## src/rtl/xor_rr_sched_if.sv

```systemverilog
// Bundle for the xor_rr_sched requester/result handshakes.
// XOR_RR_SCHED_PARITY_EN adds the res_par result bit.
interface xor_rr_sched_if #(
  parameter int DATA_WIDTH = 8,
  parameter int NUM_REQ    = 4
);
  localparam int ID_W = $clog2(NUM_REQ);

  logic [NUM_REQ-1:0]            req_valid;
  logic [NUM_REQ-1:0]            req_ready;
  logic [NUM_REQ*DATA_WIDTH-1:0] req_a;
  logic [NUM_REQ*DATA_WIDTH-1:0] req_b;
  logic                          res_valid;
  logic                          res_ready;
  logic [DATA_WIDTH-1:0]         res_y;
  logic [ID_W-1:0]               res_id;
  logic                          busy;
`ifdef XOR_RR_SCHED_PARITY_EN
  logic                          res_par;

  modport master (
    output req_valid, req_a, req_b, res_ready,
    input  req_ready, res_valid, res_y, res_id, busy, res_par
  );

  modport slave (
    input  req_valid, req_a, req_b, res_ready,
    output req_ready, res_valid, res_y, res_id, busy, res_par
  );
`else
  modport master (
    output req_valid, req_a, req_b, res_ready,
    input  req_ready, res_valid, res_y, res_id, busy
  );

  modport slave (
    input  req_valid, req_a, req_b, res_ready,
    output req_ready, res_valid, res_y, res_id, busy
  );
`endif
endinterface

```

## src/rtl/xor_rr_sched.sv

```systemverilog
// Round-robin scheduler sharing one registered XOR datapath among NUM_REQ requesters.
// Optional XOR_RR_SCHED_PARITY_EN registers the parity of each result as res_par.
module xor_rr_sched #(
  parameter int DATA_WIDTH = 8,
  parameter int NUM_REQ    = 4
) (
  input  logic           clk,
  input  logic           rst_n,
  xor_rr_sched_if.slave  bus
);
  localparam int ID_W = $clog2(NUM_REQ);

  typedef enum logic {EMPTY = 1'b0, FULL = 1'b1} state_t;

  state_t                state_q, state_d;
  logic [DATA_WIDTH-1:0] res_y_q, res_y_d;
  logic [ID_W-1:0]       res_id_q, res_id_d;
  logic [ID_W-1:0]       last_q, last_d;
  logic [ID_W-1:0]       gnt_id;
  logic [ID_W-1:0]       idx;
  logic [NUM_REQ-1:0]    grant;
  logic [NUM_REQ-1:0]    ready;
  logic [DATA_WIDTH-1:0] sel_y;
  logic                  found;
  logic                  free;
  logic                  xfer;
`ifdef XOR_RR_SCHED_PARITY_EN
  logic                  res_par_q, res_par_d;
`endif

  // Search starts one past the last winner so every requester gets a turn.
  always_comb begin
    grant  = '0;
    gnt_id = '0;
    found  = 1'b0;
    idx    = '0;
    for (int k = 1; k <= NUM_REQ; k++) begin
      idx = ID_W'((int'(last_q) + k) % NUM_REQ);
      if (!found && bus.req_valid[idx]) begin
        found  = 1'b1;
        gnt_id = idx;
      end
    end
    for (int i = 0; i < NUM_REQ; i++) begin
      grant[i] = found && (gnt_id == ID_W'(i));
    end
  end

  always_comb begin
    sel_y = '0;
    for (int i = 0; i < NUM_REQ; i++) begin
      if (grant[i]) begin
        sel_y = bus.req_a[i*DATA_WIDTH +: DATA_WIDTH] ^ bus.req_b[i*DATA_WIDTH +: DATA_WIDTH];
      end
    end
  end

  // Ready is suppressed while reset is held so nothing looks accepted.
  assign free  = (state_q == EMPTY) || bus.res_ready;
  assign ready = {NUM_REQ{rst_n & free}} & grant;
  assign xfer  = |(bus.req_valid & ready);

  always_comb begin
    state_d  = state_q;
    res_y_d  = res_y_q;
    res_id_d = res_id_q;
    last_d   = last_q;
`ifdef XOR_RR_SCHED_PARITY_EN
    res_par_d = res_par_q;
`endif
    case (state_q)
      EMPTY: if (xfer) state_d = FULL;
      FULL:  if (bus.res_ready && !xfer) state_d = EMPTY;
      default: state_d = EMPTY;
    endcase
    if (xfer) begin
      res_y_d  = sel_y;
      res_id_d = gnt_id;
      last_d   = gnt_id;
`ifdef XOR_RR_SCHED_PARITY_EN
      res_par_d = ^sel_y;
`endif
    end
  end

  always_ff @(posedge clk or negedge rst_n) begin
    if (!rst_n) begin
      state_q  <= EMPTY;
      res_y_q  <= '0;
      res_id_q <= '0;
      last_q   <= ID_W'(NUM_REQ - 1);
`ifdef XOR_RR_SCHED_PARITY_EN
      res_par_q <= 1'b0;
`endif
    end else begin
      state_q  <= state_d;
      res_y_q  <= res_y_d;
      res_id_q <= res_id_d;
      last_q   <= last_d;
`ifdef XOR_RR_SCHED_PARITY_EN
      res_par_q <= res_par_d;
`endif
    end
  end

  assign bus.req_ready = ready;
  assign bus.res_valid = (state_q == FULL);
  assign bus.res_y     = res_y_q;
  assign bus.res_id    = res_id_q;
  assign bus.busy      = (state_q == FULL) || (|bus.req_valid);
`ifdef XOR_RR_SCHED_PARITY_EN
  assign bus.res_par   = res_par_q;
`endif
endmodule

```

## src/flat_wrapper.sv

```systemverilog
// flat-port wrapper written by rule: the top's interface ports become plain ports
module xor_rr_sched_flat 
#(
  parameter int DATA_WIDTH = 8,
  parameter int NUM_REQ    = 4
)
  (clk, rst_n, bus_req_valid, bus_req_a, bus_req_b, bus_res_ready, bus_req_ready, bus_res_valid, bus_res_y, bus_res_id, bus_busy);
  xor_rr_sched_if #(.DATA_WIDTH(DATA_WIDTH), .NUM_REQ(NUM_REQ)) bus_i ();
  input  logic clk;
  input  logic rst_n;
  input wire logic [$bits(bus_i.req_valid)-1:0] bus_req_valid;
  input wire logic [$bits(bus_i.req_a)-1:0] bus_req_a;
  input wire logic [$bits(bus_i.req_b)-1:0] bus_req_b;
  input wire logic [$bits(bus_i.res_ready)-1:0] bus_res_ready;
  output wire logic [$bits(bus_i.req_ready)-1:0] bus_req_ready;
  output wire logic [$bits(bus_i.res_valid)-1:0] bus_res_valid;
  output wire logic [$bits(bus_i.res_y)-1:0] bus_res_y;
  output wire logic [$bits(bus_i.res_id)-1:0] bus_res_id;
  output wire logic [$bits(bus_i.busy)-1:0] bus_busy;
  assign bus_i.req_valid = bus_req_valid;
  assign bus_i.req_a = bus_req_a;
  assign bus_i.req_b = bus_req_b;
  assign bus_i.res_ready = bus_res_ready;
  assign bus_req_ready = bus_i.req_ready;
  assign bus_res_valid = bus_i.res_valid;
  assign bus_res_y = bus_i.res_y;
  assign bus_res_id = bus_i.res_id;
  assign bus_busy = bus_i.busy;
  xor_rr_sched #(.DATA_WIDTH(DATA_WIDTH), .NUM_REQ(NUM_REQ)) u_core (.clk(clk), .rst_n(rst_n), .bus(bus_i));
endmodule
```

## config.mk

```make
export PLATFORM = sky130hd
export DESIGN_NAME = xor_rr_sched_flat
export DESIGN_NICKNAME = d
export VERILOG_FILES = /design/src/rtl/xor_rr_sched_if.sv /design/src/rtl/xor_rr_sched.sv /design/src/flat_wrapper.sv
export SDC_FILE = /design/constraint.sdc
export NUM_CORES = 1
export LEC_CHECK = 0
export BUFFER_PORTS_ARGS = -buffer_cell sky130_fd_sc_hd__buf_2
export CELL_PAD_IN_SITES_DETAIL_PLACEMENT = 1
export CELL_PAD_IN_SITES_GLOBAL_PLACEMENT = 2
export CORE_UTILIZATION = 23
export CTS_CLUSTER_SIZE = 25
export DETAILED_ROUTE_END_ITERATION = 6
export PLACE_DENSITY = 0.84
export REMOVE_ABC_BUFFERS = 1
export SETUP_SLACK_MARGIN = 0.15
export SYNTH_ARGS = -nofsm -noshare
export SYNTH_HDL_FRONTEND = slang
export SYNTH_SLANG_ARGS = --single-unit
```

## constraint.sdc

```tcl
create_clock -name clk -period 3.6 [get_ports clk]
set_input_delay 0 -clock clk [delete_from_list [all_inputs] [get_ports clk]]
set_output_delay 0 -clock clk [all_outputs]
set_load 0.005 [all_outputs]
```

---- After elaboration in Yosys (flattened, before gate mapping) ----
Index checks and enable logic that the tools add are counted.
cells by class
  muxes and demuxes ....................... 23
  bitwise operators ....................... 8
  add/sub/neg operators ................... 4
  eq/ne operators ......................... 3
  order comparisons ....................... 4
  reductions and logical operators ........ 17
operators by type and width
  operator             count
  $mux 8               4
  $xor 8x8->8          4
  $lt 2x3->1 const B   4
  $mux 1               10
  $and 4x4->4          2
  $bmux 1 s2           4
  $logic_and 1x1->1    8
  $mux 2               4
  $reduce_or 4->1      2
  $add 2x1->2 const B  2
  $add 2x2->2 const B  2
  $eq 2x2->1 const B   2
  $logic_not 1->1      4
  $eq 2x1->1 const B   1
  $logic_not 2->1      1
  $logic_or 1x1->1     2
  $pmux 1 s2           1
  $and 1x1->1          1
  $not 1->1            1
storage, ports and cells
  bits in registers ....................... 13
  output and inout bits ................... 16
  bits of input ports ..................... 71
  logic and storage cells ................. 63

---- Longest topological paths before layout ----
Gate-level depths: netlist (run 1).
  depth after elaboration ................. 22
  gate-level depth with buffers ........... 7
  gate-level depth less buffers ........... 5

---- Least setup slack after synthesis (run 1) ----
OpenSTA, ideal clock, no wires.
  path kind ............................... flip-flop to flip-flop
  start ................................... register u_core.last_q[0]
  end ..................................... register u_core.res_y_q[5], in the netlist u_core.bus.res_y[5]
  cell stages (with the launch flop) ...... 8
  setup time .............................. 0.080 ns
  data arrival time ....................... 1.710 ns
  path slack .............................. 1.810 ns
  data required time ...................... 3.520 ns
  buffers on the path ..................... 2
  period minus slack after synthesis ...... 1.790 ns
  cells stage by stage .................... dfstp_2 > buf_4 > a21oi_1 > o221a_4 > or2_1 > buf_6 > or2_4 > o211ai_2
between the ends
  cells in the longest elaborated chain, start to end .. 19
  elaborated cells between the ends (all ways) .. 41
  those cells by class .................... add/sub: 4; eq/ne: 3; mux: 20; bitwise: 2; reduce/logical: 12
RTL lines
  element                       RTL line            text
  from (decl)                   xor_rr_sched.sv:18  logic [ID_W-1:0] last_q, last_d;
  from (signal assigned)        xor_rr_sched.sv:91  last_q <= ID_W'(NUM_REQ - 1);
  from (signal assigned)        xor_rr_sched.sv:99  last_q <= last_d;
  $add 2x1->2                   xor_rr_sched.sv:38  idx = ID_W'((int'(last_q) + k) % NUM_REQ);
  $bmux 1 s2                    xor_rr_sched.sv:39  if (!found && bus.req_valid[idx]) begin
  $mux 1 (not written as such)  xor_rr_sched.sv:39
  $mux 1                        xor_rr_sched.sv:39
  $logic_not 1->1               xor_rr_sched.sv:39
  $logic_and 1x1->1             xor_rr_sched.sv:39
  $mux 1                        xor_rr_sched.sv:39
  $logic_not 1->1               xor_rr_sched.sv:39
  $logic_and 1x1->1             xor_rr_sched.sv:39
  $mux 1                        xor_rr_sched.sv:39
  $logic_not 1->1               xor_rr_sched.sv:39
  $logic_and 1x1->1             xor_rr_sched.sv:39
  $mux 2                        xor_rr_sched.sv:39
  $logic_not 2->1               xor_rr_sched.sv:45  grant[i] = found && (gnt_id == ID_W'(i));
  $logic_and 1x1->1             xor_rr_sched.sv:45
  $mux 8 (4 in series)          xor_rr_sched.sv:52  if (grant[i]) begin
  to (signal assigned)          xor_rr_sched.sv:97  res_y_q <= res_y_d;
  to (decl)                     xor_rr_sched.sv:16  logic [DATA_WIDTH-1:0] res_y_q, res_y_d;
Several ways; a longest one is shown, not always the timed one. The select of a mux whose other input is x is not followed.
A chain may end at the register's enable or synchronous reset.

---- Final worst setup path (run 1) ----
  start ................................... register u_core.last_q[1]
  end ..................................... output port bus_req_ready[0]
between the ends
  cells in the longest elaborated chain, start to end .. 16
  elaborated cells between the ends (all ways) .. 29
  those cells by class .................... add/sub: 4; mux: 16; bitwise: 1; reduce/logical: 8
RTL lines
  element                       RTL line            text
  $add 2x1->2                   xor_rr_sched.sv:38
  $bmux 1 s2                    xor_rr_sched.sv:39
  $mux 1 (not written as such)  xor_rr_sched.sv:39
  $mux 1                        xor_rr_sched.sv:39
  $logic_not 1->1               xor_rr_sched.sv:39
  $logic_and 1x1->1             xor_rr_sched.sv:39
  $mux 1                        xor_rr_sched.sv:39
  $logic_not 1->1               xor_rr_sched.sv:39
  $logic_and 1x1->1             xor_rr_sched.sv:39
  $mux 1                        xor_rr_sched.sv:39
  $logic_not 1->1               xor_rr_sched.sv:39
  $logic_and 1x1->1             xor_rr_sched.sv:39
  $mux 2                        xor_rr_sched.sv:39
  $logic_not 2->1               xor_rr_sched.sv:45
  $logic_and 1x1->1 *           xor_rr_sched.sv:45
  $and 4x4->4 *                 xor_rr_sched.sv:60  assign ready = {NUM_REQ{rst_n & free}} & grant;
  to (decl)                     flat_wrapper.sv:15  output wire logic [$bits(bus_i.req_ready)-1:0] bus_req_ready;
Mark *: on every way between the ends. The rest lies on a longest branch, timed or not. The select of a mux whose other input is x is not followed.

==> results.md, run 1 <==
- Row count: 26
- Crit path max-delay cell type: dfstp_2
- Final Hold Vio Count: 0
- Dpl ws: 1636 ps
- Most frequent cells in the layout: buf_2 (86), xor2_1 (23), dfrtp_1 (11)
- Post-synthesis average cell area: just over 9 um^2
- Gr ovfl total: 0
- Commonest non-fill, non-tap cell in the layout: buf_2
- Clock-pin slew on the worst setup and hold paths: ~60 ps
- Worst Hold Class: in2reg
- Setup-failing EPs final: 0
- H-tree depth: 1
- Worst skew pair latency: roughly 240 ps
- Clock Skew: roughly 1.3 ps
- Post-Synth Simple-Gate Area: between 10 and 15%
- DR WL/cell: about 14 um
- Slew Limit Fails: 0
- NumNets Final: between 200 and 300
- Routability-driven placement congestion ratio: roughly 0.74
- Final wirelength: a little under 4 mm
- Post-DP Area: ~1700 um^2
- Fmax: about 480 MHz
- Worst-path cell chain: mux2i_1 > a221oi_2 > nand2_1 > nor2_1 > buf_2
- CP peak stage delay: 680 ps
- DIE AREA: 5672 um^2
- Vias per inst: between 4 and 5
- Endpoint class of the critical path: primary output
- Most used DFF post-synth: dfrtp_1
- Chip Height: between 70 and 80 um
- Seq/Total Area, Yosys: a little over a quarter
- Mux share of post-synthesis cell area: under 10%
- DP HPWL: a little over 3 mm
- Pin count of the biggest net entering global routing: 18
- Adder-cell share of the synthesized area: 0%
- Compound-Gate Fraction of Synth Area: between 20% and 30%
- Max-Cap Viols: 0
- CP max FO: 11
- Core box area: about 5000 um^2
- Post-synthesis cell count: around 130
- Ports: 87
- Ys async rst share: 100.0%
- Final core occ: 34.10%
- Worst Path Buf+Inv: 1
- I/O Buffers: 86
- Leak: 0.0008837 uW
- Arrival @ worst endpoint: approximately 2100 ps
- Worst Slack Setup Final: 1501 ps
- Worst-margin pin slew: between 600 and 700 ps
- Largest family of logic cells by synthesized area: compound AO/OA/AOI/OAI gates
- CP top delay family: flip-flops
- Worst setup path class: reg2out
- Initial DRT Pass Iterations: 3
- Post-synthesis xor/xnor area fraction: between 20% and 30%
- Worst VDD drop: approximately 120 uV
- Final min period: between 2000 and 2500 ps
- Fin area: 1753 um^2
- CTS tree: yes
- Area Growth Syn to Fin: 41.80%
- Worst Hold Path Cells: 4
- Required @ worst endpoint: 3600 ps
- Yosys reg bits: 13
- Gr usage total: between 10% and 20%
- Clock Tree Root: clkbuf_8
- Cell variety after synth: 37
- Pwr dens: roughly 370 nW/um^2
- Vias in the first global route: approximately 1400
- Post-synth EDFFs: 0
- Drt drc: 0
- First-pass GRT wire length: around 6.2 mm
- Path depth of the worst reg2reg path: 5
- CTS Hold Bufs: 1
- Layout cell share with drive strength beyond 1: 46.76%
- Cells resized by post-CTS repair: 0
- Levels on crit path: 5
- Initial Util: roughly 24%
- Die Wd: approximately 75 um
- Final ANT Viol Nets: 0
- Synth Cell Area: about 1200 um^2
- N_diodes: 0
- Unrepaired setup endpoints after global routing: false
- Post-Route Setup TNS: 0 ps
- Worst slew margin: a little under three fifths
- CTS Buf Count: 3
- CTS Buffer Depth: 2
- Setup bufs post-CTS: 0
- Fill cells: 651
- Final period util: approximately 58%
- Status: complete, no violations
- Routed vias: 1305
- CTS Sinks: 13
- Initial antenna violation count: 0
- Starting DRC count in detailed routing: 44
- Worst setup SP type: flop
- YS warnings: 0
-- cells by family (layout without fill, tap and decap cells) --
group / after synthesis / after routing
compound gates: 43 / 43
xor+xnor: 33 / 33
buf+inv: 10 / 93
flops: 13 / 13
mux: 2 / 2
simple gates: 32 / 32
-- Yosys cell counts, types with 2 or more instances --
cell type  count  share of area (%)
a21o_1         4                2.4
a32oi_1        6                4.3
buf_4          2                1.2
mux2i_1        2                1.6
and3_1         5                2.5
dfrtp_1       11                 22
dfstp_2        2                4.3
nand2_1        8                2.4
xnor2_1       10                7.1
nor2_1         5                1.5
nand2b_1       3                1.5
o21a_1         3                1.8
and2_1         4                2.0
a221o_1        5                4.0
buf_2          2               0.81
o211ai_2       3                3.0
buf_6          2                1.8
o21ai_0       10                4.0
a21oi_1        6                2.4
xor2_1        23                 16
-- tightest hold or removal path: stages --
cell	delay, ps
buf_2	80
xor2_1	50
nand2_1	70
o211ai_2	80
-- area by class of cell --
type | count | area, um^2 | area share [%]
clock buffer | 4 | 45.04 | 2.570
timing repair buffer | 87 | 440.4 | 25.12
inverter | 2 | 7.507 | 0.4283
tap | 70 | 87.58 | 4.996
multi-input combinational | 110 | 844.6 | 48.18
sequential | 13 | 327.8 | 18.70
-- sequential cells by signal (all words and copies together) (netlist names) --
signal and flops:
u_core.bus.res_valid 1, u_core.bus.res_id 2, u_core.bus.res_y 8, u_core.last_q 2
-- per-stage QoR --
| stage | total power [uW] | cells | hold WS [ps] |
|---|---|---|---|
| finish | 656.1 | 286 | 89.38 |
| global route | 708.8 | 286 | 109.8 |
| CTS | 667.2 | 286 | 97.33 |
| detailed placement | 528.4 | 281 | -51.54 |
| global placement | 521.9 | 281 | -71.95 |
| floorplan | 390.3 | 125 | -295.6 |
-- path summary, 6_finish.rpt --
| check | from | endpoint | slack, ps |
|---|---|---|---|
| worst min-delay path | bus_req_a[31] | u_core.bus.res_y[7]$_DFFE_PN0P_ | 90 |
| max in group asynchronous | rst_n | u_core.last_q[0]$_DFFE_PN1P_ | 3060 |
| worst max-delay path | u_core.last_q[1]$_DFFE_PN1P_ | bus_req_ready[0] | 1500 |
| worst max register to register | u_core.last_q[1]$_DFFE_PN1P_ | u_core.bus.res_y[1]$_DFFE_PN0P_ | 1630 |
| worst min register to register | u_core.bus.res_id[1]$_DFFE_PN0P_ | u_core.bus.res_id[1]$_DFFE_PN0P_ | 480 |
| min in group asynchronous | rst_n | u_core.bus.res_y[3]$_DFFE_PN0P_ | 220 |
-- where the power goes --
| group | switching [uW] | leakage [uW] | internal, uW |
|---|---|---|---|
| logic | 142 | 0.000705 | 149 |
| registers | 38.4 | 0.000156 | 192 |
| clock network | 56.1 | 0.0000228 | 78.2 |
| total | 237 | 0.000884 | 419 |
-- per-layer routing --
layer  part of all wire, %  vias up  global-route usage, %  routed length (um)
met3                   8.0        2                  2.381                 313
li1                      -      646                      -                   -
met4                  0.44        0                  3.086                  17
met2                    47       63                  24.90                1838
met5                     0        -                      0                   0
met1                    44      594                  18.12                1719
Note: power is estimated with default switching activity, not from simulation.
==> run 2: changes to the inputs <==
--- a/config.mk
+++ b/config.mk
@@ -5,13 +5,14 @@
 export SDC_FILE = /design/constraint.sdc
 export NUM_CORES = 1
 export LEC_CHECK = 0
+export ABC_AREA = 1
 export BUFFER_PORTS_ARGS = -buffer_cell sky130_fd_sc_hd__buf_2
 export CELL_PAD_IN_SITES_DETAIL_PLACEMENT = 1
 export CELL_PAD_IN_SITES_GLOBAL_PLACEMENT = 2
-export CORE_UTILIZATION = 23
+export CORE_UTILIZATION = 18
 export CTS_CLUSTER_SIZE = 25
 export DETAILED_ROUTE_END_ITERATION = 6
-export PLACE_DENSITY = 0.84
+export PLACE_DENSITY = 0.74
 export REMOVE_ABC_BUFFERS = 1
 export SETUP_SLACK_MARGIN = 0.15
 export SYNTH_ARGS = -nofsm -noshare
==> constraint.sdc (replaced) <==
create_clock -name clk -period 1.69 [get_ports clk]
set_input_delay 0 -clock clk [delete_from_list [all_inputs] [get_ports clk]]
set_output_delay 0 -clock clk [all_outputs]
set_load 0.005 [all_outputs]
==> results.md, run 2 <==
- Worst setup path class: reg2reg
- Most common cell in the netlist: nand2_1
- H-tree depth: 1 (unchanged)
- Status: finished, violations left
- Final ANT Viol Nets: 0 (unchanged)
- Post-synth top cells: nand2_1 (75), xor2_1 (28), nand3_1 (21)
- Most frequent cells in the layout: buf_2 (85), nand2_1 (50), xor2_1 (28)
- Final wirelength: 5.096 mm (+31%)
- Routed wire length on met3: 274 um (-12%)
- Cell variety after synth: 25 (-32%)
- CTS Sinks: 13 (unchanged)
- Commonest non-fill, non-tap cell in the layout: buf_2
- Vias in the first global route: 1791 (+32%)
- Worst Hold Path Cells: 5 (+1)
- Initial Util: 18.66% (-5.4 points)
- NumNets Final: 394 (+37%)
- Worst slew margin: 80.06% (+24 points)
- Path depth of the worst reg2reg path: 15 (+10)
- Worst setup SP type: flop
- Routed vias: 1731 (+33%)
- Adder-cell share of the synthesized area: 0% (unchanged)
- Post-synthesis xor/xnor area fraction: 20.70% (-2.7 points)
- Unrepaired setup endpoints after global routing: true
- Routability-driven placement congestion ratio: 0.7968 (+7.5%)
- I/O Buffers: 86 (unchanged)
- Clock Tree Root: clkbuf_8
- Worst Slack Setup Final: -472.0 ps (-1973 ps)
- Fmax: between 400 and 500 MHz
- Total power: 5964 uW (+810%)
- Starting DRC count in detailed routing: 23 (-48%)
- Ports: 87 (unchanged)
- WHS: 114.8 ps (+25.44 ps)
- Post-synthesis average cell area: 6.803 um^2 (-27%)
- Final Hold Vio Count: 0 (unchanged)
- Fill cells: 915 (+41%)
- Slew Limit Fails: 0 (unchanged)
- Required @ worst endpoint: 1830 ps (-1770 ps)
- Compound-Gate Fraction of Synth Area: 4.898% (-24 points)
- Largest family of logic cells by synthesized area: simple AND/OR/NAND/NOR gates
- Pin count of the biggest net entering global routing: 14 (-4)
- CTS Buf Count: 3 (unchanged)
- Synth Cell Area: 1354 um^2 (+9.5%)
- Worst-margin pin slew: 296.0 ps (-368.8 ps)
- Area Growth Syn to Fin: 85.95%
- Endpoint class of the critical path: flop
- Final core occ: 34.71% (+0.60 points)
- Final period util: 127.9%
- Clock Skew: 2.118 ps (+0.8294 ps)
- Die Wd: 88.73 um (+18%)
- Arrival @ worst endpoint: 2300 ps (+200 ps)
- Most used DFF post-synth: dfrtp_1
- Layout cell share with drive strength beyond 1: 59.63% (+13 points)
- Ys async rst share: 100.0% (unchanged)
- Max-Cap Viols: 0 (unchanged)
- Worst Hold Class: in2reg
- Gr usage total: 13.00% (-1.1 points)
- WL met1: 2.153 mm (+25%)
- Synth area leaders: nand2_1 (21%), dfrtp_1 (20%), xor2_1 (18%), nand3_1 (7.8%), nand2_2 (4.2%)
- Row count: 31 (+19%)
- Post-Synth Simple-Gate Area: 42.05% (+27 points)
- Drt drc: 0 (unchanged)
- Mux share of post-synthesis cell area: 0% (-1.6 points)
- Initial DRT Pass Iterations: 4 (+1)
- Pwr dens: 2369 nW/um^2 (+530%)
- Worst skew pair latency: 240 ps (about the same)
- CTS tree: yes
- Seq/Total Area, Yosys: 24.21% (-2.3 points)
- Setup-failing EPs final: 17 (+17)
- Core box area: 7253 um^2 (+41%)
- First-pass GRT wire length: 8.017 mm (+30%)
- CP max FO: 8 (-3)
- Top cell type's share of synthesized area: 20.79% (-1.5 points)
- Post-synthesis cell count: 199 (+50%)
- DP HPWL: 4.062 mm (+30%)
- Violated checks: setup timing
- Leak: 0.001343 uW (+52%)
- Vias per inst: 4.112 (-9.9%)
- Clock-pin slew on the worst setup and hold paths: 60 ps (about the same)
- DR WL/cell: 12.10 um (-11%)
- YS warnings: 0 (unchanged)
- Gr ovfl total: 0 (unchanged)
- Top layer used by detailed routing: met4
- CTS Buffer Depth: 2 (unchanged)
- Post-Route Setup TNS: -7381 ps (-7381 ps)
- DIE AREA: 7872 um^2 (+39%)
- Yosys reg bits: 13 (unchanged)
- Post-synth EDFFs: 0 (unchanged)
- Initial antenna violation count: 0 (unchanged)
- Chip Height: 88.73 um (+18%)
- N_diodes: 0 (unchanged)
- Worst VDD drop: 681.7 uV (+480%)
- Number of flip-flops in the largest register: 8 (unchanged)
- Synth area leader: nand2_1
- WL met2: 2.635 mm (+43%)
- Final min period: approximately 2200 ps
-- run 2: cell count changes in the layout (fill, tap and decap cells not counted), sizes merged, moves of 5 or more --
cell / change
nand2: +78
buf: +36
nand3: +21
inv: +12
nand4: +7
a32oi: -6
xnor2: -6
a221o: -5
and3: -5
xor2: +5
-- run 2: stage by stage --
stage	instance area, um^2	std cells	setup WS, ps
3_3_place_gp	2033	401	-383.0
2_1_floorplan	1301	194	-371.6
5_1_grt	2517	421	-612.9
3_5_place_dp	2033	401	-466.9
4_1_cts	2387	420	-470.5
6_report	2517	421	-472.0
-- run 2: path summary, 6_finish.rpt --
kind	slack, ps	endpoint	start
min	110	u_core.bus.res_y[0]$_DFFE_PN0P_	bus_req_a[24]
max reg2reg	-470	u_core.bus.res_y[0]$_DFFE_PN0P_	u_core.last_q[0]$_DFFE_PN1P_
min in group asynchronous	240	u_core.bus.res_y[0]$_DFFE_PN0P_	rst_n
max in group asynchronous	1220	u_core.last_q[1]$_DFFE_PN1P_	rst_n
max	-470	u_core.bus.res_y[0]$_DFFE_PN0P_	u_core.last_q[0]$_DFFE_PN1P_
min reg2reg	480	u_core.bus.res_y[2]$_DFFE_PN0P_	u_core.bus.res_y[2]$_DFFE_PN0P_
-- run 2: cell families (layout without fill, tap and decap cells) --
family	Yosys count	after routing
AO/OA/AOI/OAI	12	12
XOR/XNOR	32	32
buffers and inverters	19	142
flip-flops	13	13
AND/OR/NAND/NOR	123	123
-- run 2: power breakdown --
group / total [uW] / internal (uW) / switching (uW)
sequential: 634 / 504 / 131
combinational: 5050 / 2340 / 2710
clock: 281 / 167 / 114
-- run 2: worst max-delay path: stages, from the launching register on --
cell and delay, ps:
dfstp_2 630, inv_6 80, nand2_2 80, nand2_4 70, nand2_4 80, nand2_4 60
nor2_1 90, nand4_1 170, nand2_4 190, nor2_8 50, buf_12 120, buf_4 140
nand2_1 80, nand3_2 90, nand3_2 70, nand2_1 40
-- run 2: repair_timing --
action,CTS,global route
pin swaps,21,13
setup buffers,13,1
hold buffers,2,0
setup endpoints to repair,17,17
resized for setup,46,32
endpoints found under the hold margin,14,0
-- run 2: layout make-up --
class,instances,area (um^2),share of cell area [%]
multi-input combinational,167,1156,45.92
timing repair buffer,124,794.5,31.56
sequential,13,327.8,13.02
tap,99,123.9,4.920
inverter,14,70.07,2.783
clock buffer,4,45.04,1.789
-- run 2: per-layer routing --
metal  vias up  global-route usage (%)
li1        883                       -
met1       788                   15.78
met2        56                   24.34
met3         4                   2.612
met4         0                   1.173
met5         -                       0
